[config.mk]
export PLATFORM = sky130hd
export DESIGN_NAME = servo_frame_ctrl
export DESIGN_NICKNAME = d
export VERILOG_FILES = /design/src/rtl/servo_pkg.sv /design/src/rtl/servo_frame_timer.sv /design/src/rtl/servo_frame_ctrl.sv
export SDC_FILE = /design/constraint.sdc
export NUM_CORES = 1
export LEC_CHECK = 0
export BUFFER_PORTS_ARGS = -buffer_cell sky130_fd_sc_hd__clkbuf_2
export CORE_MARGIN = 3
export CORE_UTILIZATION = 45
export CTS_CLUSTER_SIZE = 20
export DETAILED_ROUTE_END_ITERATION = 8
export PLACE_DENSITY = 0.7
export SLEW_MARGIN = 10
export SYNTH_ARGS = -nofsm -noshare
export SYNTH_HDL_FRONTEND = slang
export SYNTH_SLANG_ARGS = --single-unit
[constraint.sdc]
create_clock -name i_clk -period 5.05 [get_ports i_clk]
set_clock_uncertainty 0.15 [all_clocks]
set_input_delay 0.2525 -clock i_clk [delete_from_list [all_inputs] [get_ports i_clk]]
set_output_delay 0.2525 -clock i_clk [all_outputs]
set_load 0.03 [all_outputs]
[src/rtl/servo_pkg.sv]
// Shared types and constants for the servo frame sequencer.
package servo_pkg;

  typedef enum logic [2:0] {
    IDLE  = 3'd0,
    DATA  = 3'd1,
    CHECK = 3'd2,
    DONE  = 3'd3,
    DRAIN = 3'd4
  } state_e;

  localparam logic [1:0] ERR_SYNC  = 2'b01;
  localparam logic [1:0] ERR_CKSUM = 2'b10;
  localparam logic [1:0] ERR_SHORT = 2'b11;

  localparam logic [7:0] SYNC_BYTE_DFLT = 8'hA5;

endpackage

[src/rtl/servo_frame_timer.sv]
// Inter-byte timeout counter: counts while enabled, cleared on demand,
// and stops at TIMEOUT_CYC with o_expired held high.
module servo_frame_timer #(
  parameter int unsigned TIMEOUT_CYC = 50000
) (
  input  logic i_clk,
  input  logic i_rst,
  input  logic i_clr,
  input  logic i_en,
  output logic o_expired
);

  localparam int unsigned TW = $clog2(TIMEOUT_CYC + 1);

  logic [TW-1:0] r_cnt;
  logic          w_expired;

  assign w_expired = (r_cnt == TW'(TIMEOUT_CYC));
  assign o_expired = w_expired;

  always_ff @(posedge i_clk) begin
    if (i_rst) begin
      r_cnt <= '0;
    end else if (i_clr) begin
      r_cnt <= '0;
    end else if (i_en && !w_expired) begin
      r_cnt <= r_cnt + TW'(1);
    end
  end

endmodule

[src/rtl/servo_frame_ctrl.sv]
// Frame sequencer between the SPI byte receiver and the servo position shift register.
// Define SERVO_FRAME_CKSUM_EN to require a trailing checksum byte on every frame.
//
// state | meaning
// IDLE  | waiting for the sync byte inside a cs window
// DATA  | shifting position bytes out, summing them
// CHECK | waiting for the checksum byte (checksum builds only)
// DONE  | frame committed, bytes ignored until cs drops
// DRAIN | frame rejected, bytes ignored until cs drops
module servo_frame_ctrl
  import servo_pkg::*;
#(
  parameter int unsigned N_CH        = 8,
  parameter logic [7:0]  SYNC_BYTE   = SYNC_BYTE_DFLT,
  parameter int unsigned TIMEOUT_CYC = 50000
) (
  input  logic       i_clk,
  input  logic       i_rst,
  input  logic       i_cs_active,
  input  logic       i_rx_valid,
  input  logic [7:0] i_rx_data,
  output logic       o_shift,
  output logic [7:0] o_shift_data,
  output logic       o_commit,
  output logic       o_busy,
  output logic       o_frame_err,
  output logic [1:0] o_err_code,
  output logic [7:0] o_err_count
);

  localparam int unsigned CW = $clog2(N_CH + 1);

  state_e          r_state;
  state_e          w_state_nxt;
  logic [CW-1:0]   r_cnt;
  logic [CW-1:0]   w_cnt_nxt;
  logic            r_shift;
  logic            w_shift_nxt;
  logic [7:0]      r_shift_data;
  logic [7:0]      w_data_nxt;
  logic            r_commit;
  logic            w_commit_nxt;
  logic            r_frame_err;
  logic            w_err_nxt;
  logic [1:0]      r_err_code;
  logic [1:0]      w_code_nxt;
  logic [7:0]      r_err_count;
  logic            r_busy;
  logic            w_accept;
  logic            w_tmr_en;
  logic            w_tmr_clr;
  logic            w_expired;
`ifdef SERVO_FRAME_CKSUM_EN
  logic [7:0]      r_sum;
  logic [7:0]      w_sum_nxt;
`else
  logic            r_commit_arm;
`endif

  assign w_tmr_en  = (r_state == DATA) || (r_state == CHECK);
  assign w_tmr_clr = w_accept || !w_tmr_en;

  servo_frame_timer #(
    .TIMEOUT_CYC (TIMEOUT_CYC)
  ) u_timer (
    .i_clk     (i_clk),
    .i_rst     (i_rst),
    .i_clr     (w_tmr_clr),
    .i_en      (w_tmr_en),
    .o_expired (w_expired)
  );

  // Priority inside a frame: cs loss, then a received byte, then timeout.
  always_comb begin
    w_state_nxt  = r_state;
    w_cnt_nxt    = r_cnt;
    w_shift_nxt  = 1'b0;
    w_data_nxt   = r_shift_data;
    w_commit_nxt = 1'b0;
    w_err_nxt    = 1'b0;
    w_code_nxt   = 2'b00;
    w_accept     = 1'b0;
`ifdef SERVO_FRAME_CKSUM_EN
    w_sum_nxt    = r_sum;
`endif
    case (r_state)
      IDLE: begin
        if (i_rx_valid && i_cs_active) begin
          w_accept = 1'b1;
          if (i_rx_data == SYNC_BYTE) begin
            w_state_nxt = DATA;
            w_cnt_nxt   = '0;
`ifdef SERVO_FRAME_CKSUM_EN
            w_sum_nxt   = 8'h00;
`endif
          end else begin
            w_err_nxt   = 1'b1;
            w_code_nxt  = ERR_SYNC;
            w_state_nxt = DRAIN;
          end
        end
      end
      DATA: begin
        if (!i_cs_active) begin
          w_err_nxt   = 1'b1;
          w_code_nxt  = ERR_SHORT;
          w_state_nxt = IDLE;
        end else if (i_rx_valid) begin
          w_accept    = 1'b1;
          w_shift_nxt = 1'b1;
          w_data_nxt  = i_rx_data;
          w_cnt_nxt   = r_cnt + CW'(1);
`ifdef SERVO_FRAME_CKSUM_EN
          w_sum_nxt   = r_sum + i_rx_data;
          if (r_cnt == CW'(N_CH - 1)) w_state_nxt = CHECK;
`else
          // Arms the commit stage so it lands one cycle after the last shift.
          if (r_cnt == CW'(N_CH - 1)) begin
            w_state_nxt  = DONE;
            w_commit_nxt = 1'b1;
          end
`endif
        end else if (w_expired) begin
          w_err_nxt   = 1'b1;
          w_code_nxt  = ERR_SHORT;
          w_state_nxt = DRAIN;
        end
      end
`ifdef SERVO_FRAME_CKSUM_EN
      CHECK: begin
        if (!i_cs_active) begin
          w_err_nxt   = 1'b1;
          w_code_nxt  = ERR_SHORT;
          w_state_nxt = IDLE;
        end else if (i_rx_valid) begin
          w_accept = 1'b1;
          if (i_rx_data == r_sum) begin
            w_commit_nxt = 1'b1;
            w_state_nxt  = DONE;
          end else begin
            w_err_nxt   = 1'b1;
            w_code_nxt  = ERR_CKSUM;
            w_state_nxt = DRAIN;
          end
        end else if (w_expired) begin
          w_err_nxt   = 1'b1;
          w_code_nxt  = ERR_SHORT;
          w_state_nxt = DRAIN;
        end
      end
`endif
      DONE, DRAIN: begin
        if (!i_cs_active) w_state_nxt = IDLE;
      end
      default: w_state_nxt = IDLE;
    endcase
  end

  always_ff @(posedge i_clk) begin
    if (i_rst) begin
      r_state      <= IDLE;
      r_cnt        <= '0;
      r_shift      <= 1'b0;
      r_shift_data <= 8'h00;
      r_commit     <= 1'b0;
      r_frame_err  <= 1'b0;
      r_err_code   <= 2'b00;
      r_err_count  <= 8'h00;
      r_busy       <= 1'b0;
`ifdef SERVO_FRAME_CKSUM_EN
      r_sum        <= 8'h00;
`else
      r_commit_arm <= 1'b0;
`endif
    end else begin
      r_state      <= w_state_nxt;
      r_cnt        <= w_cnt_nxt;
      r_shift      <= w_shift_nxt;
      r_shift_data <= w_data_nxt;
      r_frame_err  <= w_err_nxt;
      r_err_code   <= w_code_nxt;
      r_busy       <= (w_state_nxt != IDLE);
      if (w_err_nxt && (r_err_count != 8'hFF)) r_err_count <= r_err_count + 8'd1;
`ifdef SERVO_FRAME_CKSUM_EN
      r_sum        <= w_sum_nxt;
      r_commit     <= w_commit_nxt;
`else
      r_commit_arm <= w_commit_nxt;
      r_commit     <= r_commit_arm;
`endif
    end
  end

  assign o_shift      = r_shift;
  assign o_shift_data = r_shift_data;
  assign o_commit     = r_commit;
  assign o_busy       = r_busy;
  assign o_frame_err  = r_frame_err;
  assign o_err_code   = r_err_code;
  assign o_err_count  = r_err_count;

endmodule

## After elaboration in Yosys (flattened, before gate mapping)

Cells that the tools add are included.

| cells by class | value |
|---|---|
| muxes and demuxes | 30 |
| reductions and logical operators | 16 |
| bitwise logic cells | 3 |
| equality and inequality tests | 12 |
| add/subtract/negate cells | 3 |

Operators by type and width:

| kind | number |
|---|---|
| $mux W3 | 7 |
| $add A16 B1 Y16 const B | 1 |
| $eq A16 B16 Y1 const B | 1 |
| $mux W4 | 4 |
| $mux W1 | 11 |
| $pmux W3 S3 | 1 |
| $add A8 B1 Y8 const B | 1 |
| $eq A8 B8 Y1 const B | 1 |
| $ne A2 B2 Y1 const B | 4 |
| $ne A8 B8 Y1 const B | 1 |
| $pmux W4 S2 | 1 |
| $eq A3 B2 Y1 const B | 2 |
| $mux W2 | 3 |
| $reduce_or A2 Y1 | 3 |
| $reduce_and A5 Y1 | 1 |
| $add A4 B1 Y4 const B | 1 |
| $eq A4 B3 Y1 const B | 1 |
| $pmux W1 S2 | 2 |
| $pmux W2 S2 | 1 |
| $reduce_or A4 Y1 | 1 |
| $eq A3 B1 Y1 const B | 1 |
| $eq A3 B3 Y1 const B | 1 |
| $logic_and A1 B1 Y1 | 3 |
| $logic_not A3 Y1 | 1 |
| 6 further kinds | 10 |

| storage, ports and cells | value |
|---|---|
| bits of input ports | 12 |
| word-level logic and storage cells | 75 |
| flip-flop bits (word level) | 46 |

## Depth between registers and ports, before layout

Gate-level depths: netlist of the first run.

| logic depth | value |
|---|---|
| depth after elaboration | 6 |
| gate-level depth with buffers | 8 |
| mapped depth without buffers | 7 |

## Hierarchy

A second synthesis of the first run with hierarchy kept.

| unflattened totals | value |
|---|---|
| cells, all modules | 243 |
| area total of the unflattened synthesis | 2275.9 µm² |

Modules (own cells, without submodules):

| module | area each (µm²) | cells each | times used |
|---|---|---|---|
| servo_frame_ctrl | 1403.8 | 142 | 1 |
| servo_frame_timer | 872.1 | 101 | 1 |

## Worst setup path after synthesis of the first run

Ideal clock, no wire load.

| path | value |
|---|---|
| path kind | register to register |
| from | reg u_timer.r_cnt[0] |
| to | reg r_err_count[0], in the netlist o_err_count[0] |
| arrival | 1.722 ns |
| data required time | 4.779 ns |
| slack | 3.057 ns |
| library setup time | 0.121 ns |
| stages on the path, launching flop included | 9 |
| clock period less this slack | 1.993 ns |
| cells stage by stage | dfxtp_1 > inv_1 > ha_1 > nor4bb_1 > nand4_1 > a21o_1 > buf_6 > a21boi_2 > mux2_2 |

| between the ends | value |
|---|---|
| longest elaborated chain between the ends | 6 |

RTL lines:

| element | line | text |
|---|---|---|
| start, declared | servo_frame_timer.sv:15 | `logic [TW-1:0] r_cnt;` |
| start signal, assigned | servo_frame_timer.sv:27 | `r_cnt <= r_cnt + TW'(1);` |
| $eq A16 B16 Y1 | servo_frame_timer.sv:18 | `assign w_expired = (r_cnt == TW'(TIMEOUT_CYC));` |
| $mux W1 | servo_frame_ctrl.sv:123 | `end else if (w_expired) begin` |
| $mux W1 | servo_frame_ctrl.sv:108 | `end else if (i_rx_valid) begin` |
| $mux W1 | servo_frame_ctrl.sv:104 | `if (!i_cs_active) begin` |
| $pmux W1 S2 | servo_frame_ctrl.sv:86 | `case (r_state)` |
| $logic_and A1 B1 Y1 | servo_frame_ctrl.sv:183 | `if (w_err_nxt && (r_err_count != 8'hFF)) r_err_count <= r_err_count + 8'd1;` |
| end signal, assigned | servo_frame_ctrl.sv:183 |  |
| end, declared | servo_frame_ctrl.sv:47 | `logic [7:0] r_err_count;` |

Every way passes these cells.
A chain may end at the register's enable or synchronous reset.

## Worst setup path after layout of the first run

| path | value |
|---|---|
| from | reg r_state[0] |
| to | reg u_timer.r_cnt[5] |

| between the ends | value |
|---|---|
| longest elaborated chain between the ends | 5 |
| elaborated cells between the ends (all ways) | 9 |

RTL lines:

| element | line | text |
|---|---|---|
| start, declared | servo_frame_ctrl.sv:33 | `state_e r_state;` |
| start signal, assigned | servo_frame_ctrl.sv:176 | `r_state <= w_state_nxt;` |
| branches (longest 5 deep; another with $eq A3 B1 Y1) | - |  |

Parallel ways; which one is timed is not known.

==> metrics.md, run 1 <==
| Metric | Value |
|---|---|
| Post-synthesis mux area share | under 10% |
| First-pass GRT wire length | approximately 7400 um |
| Worst Max-Slew Pin Slew | 681 ps |
| Inserted Diodes | 0 |
| Register area | around 900 um^2 |
| Post-DP HPWL | between 3000 and 4000 um |
| Clock transition at path regs | around 90 ps |
| PortBufs | 33 |
| Post-CTS sizing | 0 |
| Avg Inst Size Synth | 8.65 um^2 |
| Inserted Clock Buffers | 5 |
| Crit path launch type | flop |
| Slew margin rel. | between 50 and 60% |
| Clk_lat worst skew | around 290 ps |
| First-pass iteration count of the detailed router | 4 |
| Post-synthesis compound-gate area fraction | 10.2% |
| Maximum clock frequency | approximately 440 MHz |
| Pin count of the biggest net entering global routing | 34 |
| Hold/Removal Path Class | in -> reg |
| Multi-input gate area | ~1200 um^2 |
| # fillers | 465 |
| PwrDens | 244 nW/um^2 |
| Layout Nets | approximately 300 |
| Post-synth EDFFs | 0 |
| Die ar. | approximately 5800 um^2 |
| Met3 usage in global routing | 4.73% |
| Placed cells | 341 |
| Final min period | ~2300 ps |
| Slowest cell on the critical path | dfxtp_1 |
| Clk root buf | clkbuf_8 |
| Final setup viols | 0 |
| Status | completed |
| Met2 Track Usage GR | between 20% and 30% |
| Async set or reset register ratio after synthesis | 0% |
| Top FF cell, synth | dfxtp_1 |
| P_leak | approximately 0.00090 uW |
| Core box area | approximately 4600 um^2 |
| Synthesized cell area | ~2200 um^2 |
| DRC Markers | 0 |
| Final Hold Fails | 0 |
| Initial DRC Count | 87 |
| CTS max path bufs | 2 |
| CP Class | reg -> reg |
| IO Pins | 34 |
| #FFs+latches synth | 45 |
| Initial antenna violation count | 0 |
| Clock Sink Count | 45 |
| Min setup slack post-route | ~2800 ps |
| Post-Synth Adder-Cell Area | under 10% |
| Pre-CTS setup slack | 2770 ps |
| Synth Area in Simple Gates | roughly 32% |
| Die Span X | between 70 and 80 um |
| Cts hold-fix bufs | 0 |
| Fraction of layout cells with a size suffix above 1 | 21.1% |
| Largest family of logic cells by synthesized area | simple AND/OR/NAND/NOR gates |
| Row count | 24 |
| Slew Viols, Final | 0 |
| CP bufs+invs | 0 |
| Via density | 5.11 |
| Postcts setup bufs | 0 |
| Die height | 76.4 um |
| Post-layout util | 54.2% |
| Routing usage on met1 | roughly a fifth |
| CTS tree | yes |
| RD Place Congestion | 0.790 |
| Post-Syn Nets | between 200 and 300 |
| CP Data Arrival Time | ~2400 ps |
| Period utilization | 45.4% |
| Total of max-cap violations | 0 |
| Synthesis Warnings | 0 |
| Crit path max fanout | 22 |
| Setup TNS | 0 ps |
| Syn Inst Count | 258 |
| RSZ-0062 raised after global routing | false |
| Final ANT Viol Nets | 0 |
| GR Overflow Total | 0 |
| GRT busiest layer | met2 |
| Htree depth | 2 |
| Peak VDD IR | ~0.00021 V |
| Number of global-route vias before repair | approximately 1600 |
| Seq/Total Area, Yosys | approximately 40% |
| Crit. End Element | flop |
| Post-Layout Cell Count | roughly 350 |
| Post-DR wirelength/cell | approximately 12 um |
| CP cell instances | xor2_1 > nand4bb_1 > or3_1 > a21oi_1 |
| CP top delay family | simple AND/OR/NAND/NOR gates |
| Post-synthesis xor/xnor area fraction | 5.10% |
| Synth cell types | between 40 and 50 |
| Layout area overhead | 10.9% |
| Critical path data required time | ~5100 ps |
| Critical Path Max Stage Delay | 750 ps |
| Tot GR Track Use | between 10% and 20% |
| WL final | ~4200 um |
| Initial Utilization | between 40% and 50% |
| DR vias | 1785 |
metrics by stage:
| step | total power [uW] | hold WS [ps] | cell area, um^2 |
|---|---|---|---|
| floorplan | 387 | 231 | 2230 |
| global placement | 396 | 276 | 2390 |
| detailed placement | 395 | 274 | 2390 |
| CTS | 613 | 40.0 | 2470 |
| global route | 632 | 32.5 | 2470 |
| finish | 602 | 51.5 | 2470 |
synth_stat cells, drive strengths merged, types with 4 or more instances:
cell type / count / area, um^2
nand3: 14 / 75.1
nand2: 21 / 78.8
xnor2: 9 / 78.8
or3: 4 / 26.3
inv: 9 / 33.8
nor2: 29 / 111
a21oi: 24 / 120
ha: 4 / 50.1
xor2: 4 / 35.0
nor3: 7 / 35.0
buf: 8 / 63.8
nand4: 9 / 56.3
dfxtp: 45 / 901
clkbuf: 7 / 26.3
nand2b: 4 / 25.0
and3: 6 / 38.8
nor2b: 8 / 50.1
mux2: 6 / 67.6
o21ai: 7 / 35.0
report_power, final:
group / internal, uW / total (uW) / switching (uW)
Clock: 95.6 / 215 / 120
Combinational: 10.1 / 27.9 / 17.8
Sequential: 357 / 359 / 2.64
Total: 462 / 602 / 140
area by class of cell:
class / count / area share, %
tap: 65 / 3.29
multi-input combinational: 189 / 48.8
timing repair buffer: 33 / 6.68
inverter: 9 / 1.37
clock inverter: 3 / 0.708
sequential: 45 / 36.4
clock buffer: 5 / 2.78
state kept, by name, summed over array words and instances, names as in the netlist:
signal / flops
r_cnt: 4
o_shift: 1
r_commit_arm: 1
o_shift_data: 8
u_timer.r_cnt: 16
o_commit: 1
o_err_code: 2
r_state: 3
o_busy: 1
o_err_count: 8
kinds of logic after synthesis:
kind of cell,after synthesis
flip-flops,45
multiplexers,9
XOR/XNOR,13
AND/OR/NAND/NOR,124
AO/OA/AOI/OAI,39
adder cells (fa/ha/maj),4
buffers and inverters,24
layer usage:
metal,up-vias,share of wire (%)
li1,943,-
met1,814,51
met2,24,45
met3,4,3.2
met4,0,1.0
met5,-,0
placed cells by master, fill, tap and decap left out, drive strengths merged, types with 6 or more instances in the layout:
| cell type | instances |
|---|---|
| a21oi | 24 |
| and3 | 6 |
| clkbuf | 38 |
| dfxtp | 45 |
| inv | 9 |
| mux2 | 6 |
| nand2 | 21 |
| nand3 | 14 |
| nand4 | 9 |
| nor2 | 29 |
| nor2b | 8 |
| nor3 | 7 |
| o21ai | 7 |
| xnor2 | 9 |
worst min-delay path: cells and delay by family:
kind                   cells  cell delay [ps]
AO/OA/AOI/OAI              1               50
buffers and inverters      1               90
AND/OR/NAND/NOR            1               60
final timing paths:
kind	from	end	slack, ps	cells after the start
worst max-delay path	r_state[0]$_SDFF_PP0_	u_timer.r_cnt[5]$_SDFFE_PP0P_	2760	4
worst min register to register	r_commit_arm$_SDFF_PP0_	o_commit$_SDFF_PP0_	290	1
worst max register to register	r_state[0]$_SDFF_PP0_	u_timer.r_cnt[5]$_SDFFE_PP0P_	2760	4
worst min-delay path	i_rx_data[3]	o_shift_data[3]$_SDFFE_PP0P_	50	3
(Power assumes the default switching activity.)
==> run 2, diff against run 1 <==
--- a/config.mk
+++ b/config.mk
@@ -10,7 +10,7 @@
 export CORE_UTILIZATION = 45
 export CTS_CLUSTER_SIZE = 20
 export DETAILED_ROUTE_END_ITERATION = 8
-export PLACE_DENSITY = 0.7
+export PLACE_DENSITY = 0.72
 export SLEW_MARGIN = 10
 export SYNTH_ARGS = -nofsm -noshare
 export SYNTH_HDL_FRONTEND = slang
==> constraint.sdc (replaced) <==
create_clock -name i_clk -period 2 [get_ports i_clk]
set_clock_uncertainty 0.15 [all_clocks]
set_input_delay 0.1 -clock i_clk [delete_from_list [all_inputs] [get_ports i_clk]]
set_output_delay 0.1 -clock i_clk [all_outputs]
set_load 0.03 [all_outputs]
==> run 2 against run 1 <==
Net effect: flip-flop and latch count unchanged; final area increased by 16%; wire length increased by 20%; worst setup slack got worse by 2700 ps; clock-buffer cell count did not move; largest cell class unchanged; non-clock buffer count grew 34.
==> metrics.md, run 2 (synthesis gave the netlist of run 1 again) <==
| Metric | Value |
|---|---|
| Slowest cell on the critical path | dfxtp_2 |
| Period utilization | 98.4% (+53 points) |
| Reg2Reg Launch Point | u_timer.r_cnt[1]$_SDFFE_PP0P_ |
| CTS max path bufs | 2 (unchanged) |
| Worst setup path startpoint | u_timer.r_cnt[1]$_SDFFE_PP0P_ |
| Met3 usage in global routing | 3.90% (-0.83 points) |
| Inserted Diodes | 0 (unchanged) |
| P_leak | 0.00109 uW (+21%) |
| Commonest non-fill, non-tap cell in the layout | dfxtp_1 |
| WL final | 5070 um (+20%) |
| Placed cells | 365 (+7.0%) |
| Critical path data required time | 2050 ps (-3070 ps) |
| Worst R2R Setup Slack | 30 ps (-2730 ps) |
| Worst Max-Slew Pin Slew | 481 ps (-200 ps) |
| CTS tree | yes |
| Htree depth | 2 (unchanged) |
| CP cell instances | inv_2 > ha_4 > nor4bb_4 > nand4_1 > a21o_4 > a21oi_2 > mux2_4 |
| CP Data Arrival Time | 2020 ps (-340 ps) |
| Initial Utilization | 48.9% (unchanged) |
| Crit path max fanout | 8 (-64%) |
| Most frequent cells in the layout | dfxtp_1, clkbuf_2, nor2_1 |
| Inserted Clock Buffers | 5 (unchanged) |
| Via density | 5.16 (+0.87%) |
| Post-DP HPWL | 3340 um (+11%) |
| Tot GR Track Use | 17.3% (+2.0 points) |
| Slew margin rel. | 67.6% (+13 points) |
| Die height | 76.4 um (unchanged) |
| Critical Path Max Stage Delay | 330 ps (-420 ps) |
| Clk_lat worst skew | 300 ps (about the same) |
| Maximum clock frequency | 508 MHz (+16%) |
| Hold/Removal Path Class | in -> reg |
| Max reg flops | 16 (unchanged) |
| RD Place Congestion | 0.797 (+0.82%) |
| Final setup viols | 0 (unchanged) |
| Clock transition at path regs | 90 ps (about the same) |
| Final Hold Fails | 0 (unchanged) |
| Die Span X | 76.4 um (unchanged) |
| Initial antenna violation count | 0 (unchanged) |
| IO Pins | 34 (unchanged) |
| GR Overflow Total | 0 (unchanged) |
| PwrDens | 552 nW/um^2 (+130%) |
| RSZ-0062 raised after global routing | true |
| WHS | 36.5 ps (-15.0 ps) |
| Total of max-cap violations | 0 (unchanged) |
| Worst r2r dst | o_err_count[3]$_SDFFE_PP0P_ |
| First-pass GRT wire length | 8320 um (+12%) |
| Slew Viols, Final | 0 (unchanged) |
| First-pass iteration count of the detailed router | 4 (unchanged) |
| Post-layout util | 62.9% (+8.7 points) |
| DR vias | 1976 (+11%) |
| DRC Markers | 0 (unchanged) |
| Layout area overhead | 28.7% |
| Biggest register | u_timer.r_cnt |
| Row count | 24 (unchanged) |
| Final min period | 1970 ps (-323 ps) |
| Number of global-route vias before repair | 1820 (+13%) |
| Final ANT Viol Nets | 0 (unchanged) |
| Placed cell areas | 2570 um^2 (+7.5%) |
| Clock Sink Count | 45 (unchanged) |
| Routing usage on met1 | 22.6% (+2.7 points) |
| R2R depth | 7 (+3) |
| Design area | 2870 um^2 (+16%) |
| Pin count of the biggest net entering global routing | 20 (-41%) |
| Post-DR wirelength/cell | 13.2 um (+9.2%) |
| Post-Layout Cell Count | 383 (+9.7%) |
| CP Class | reg -> reg |
| Fraction of layout cells with a size suffix above 1 | 31.4% (+10 points) |
| Met2 Track Usage GR | 28.2% (+4.0 points) |
| Status | completed |
| GRT busiest layer | met2 |
| Layout Nets | 333 (+11%) |
| Worst setup path end | o_err_count[3]$_SDFFE_PP0P_ |
| Peak VDD IR | 0.000458 V (+120%) |
| Crit path launch type | flop |
| Die ar. | 5840 um^2 (unchanged) |
| Clk root buf | clkbuf_8 |
| PortBufs | 33 (unchanged) |
| Core box area | 4560 um^2 (unchanged) |
| Crit. End Element | flop |
| Initial DRC Count | 94 (+8.0%) |
## run 2: cell type report
type | count | area, um^2
Multi-Input combinational cell | 189 | 1320
Timing Repair Buffer | 67 | 447
Clock inverter | 3 | 21.3
Inverter | 9 | 33.8
Clock buffer | 5 | 68.8
Fill cell | 389 | 1690
Sequential cell | 45 | 903
Tap cell | 65 | 81.3
## run 2: report_power, final
part / internal, uW / switching, uW / leakage [uW]
sequential: 900 / 6.59 / 0.000364
combinational: 44.0 / 56.4 / 0.000684
clock: 248 / 328 / 0.0000445
total: 1190 / 391 / 0.00109
## run 2: routing by layer
layer  part of all wire [%]  vias to the layer above  routed length [um]
met5                      0                        -                   0
met4                    1.2                        0                  63
met3                    4.0                        7                 204
met2                     48                       41                2420
met1                     47                      917                2380
li1                       -                     1011                   -
## run 2: worst min path at each step
stage / start / to / slack (ps) / cells after the start
final: i_rst / o_err_count[6]$_SDFFE_PP0P_ / 40 / 2
after global routing: i_rst / o_err_count[6]$_SDFFE_PP0P_ / 50 / 2
after CTS: i_rst / o_err_count[6]$_SDFFE_PP0P_ / 30 / 2
after detailed placement: i_rx_data[6] / o_shift_data[6]$_SDFFE_PP0P_ / 210 / 3
after global placement: i_rx_data[2] / o_shift_data[2]$_SDFFE_PP0P_ / 200 / 3
after floorplan: i_cs_active / r_state[2]$_SDFF_PP0_ / 80 / 2
## run 2: stage by stage
stage	total power [uW]	setup slack, ps	setup TNS (ps)
6_report	1580	33.0	0
5_1_grt	1650	-43.8	-253
4_1_cts	1590	7.10	0
3_5_place_dp	1000	-95.8	-536
3_3_place_gp	1000	-32.1	-178
2_1_floorplan	977	7.19	0
## run 2: repair_timing
action                     4_1_cts  5_1_grt
hold endpoints to repair        10        0
hold buffers                     9        0
pin swaps                        3       11
buffers inserted                 1        0
gates resized for setup          2       26
setup endpoints to repair        8        9
## run 2: critical path: cells and delay by family, from the launching register on
| family | cells | cell delay, ps |
|---|---|---|
| AND/OR/NAND/NOR | 2 | 370 |
| adder cells (fa/ha/maj) | 1 | 130 |
| AO/OA/AOI/OAI | 2 | 500 |
| buffers and inverters | 1 | 70 |
| multiplexers | 1 | 310 |
| flip-flops | 1 | 330 |
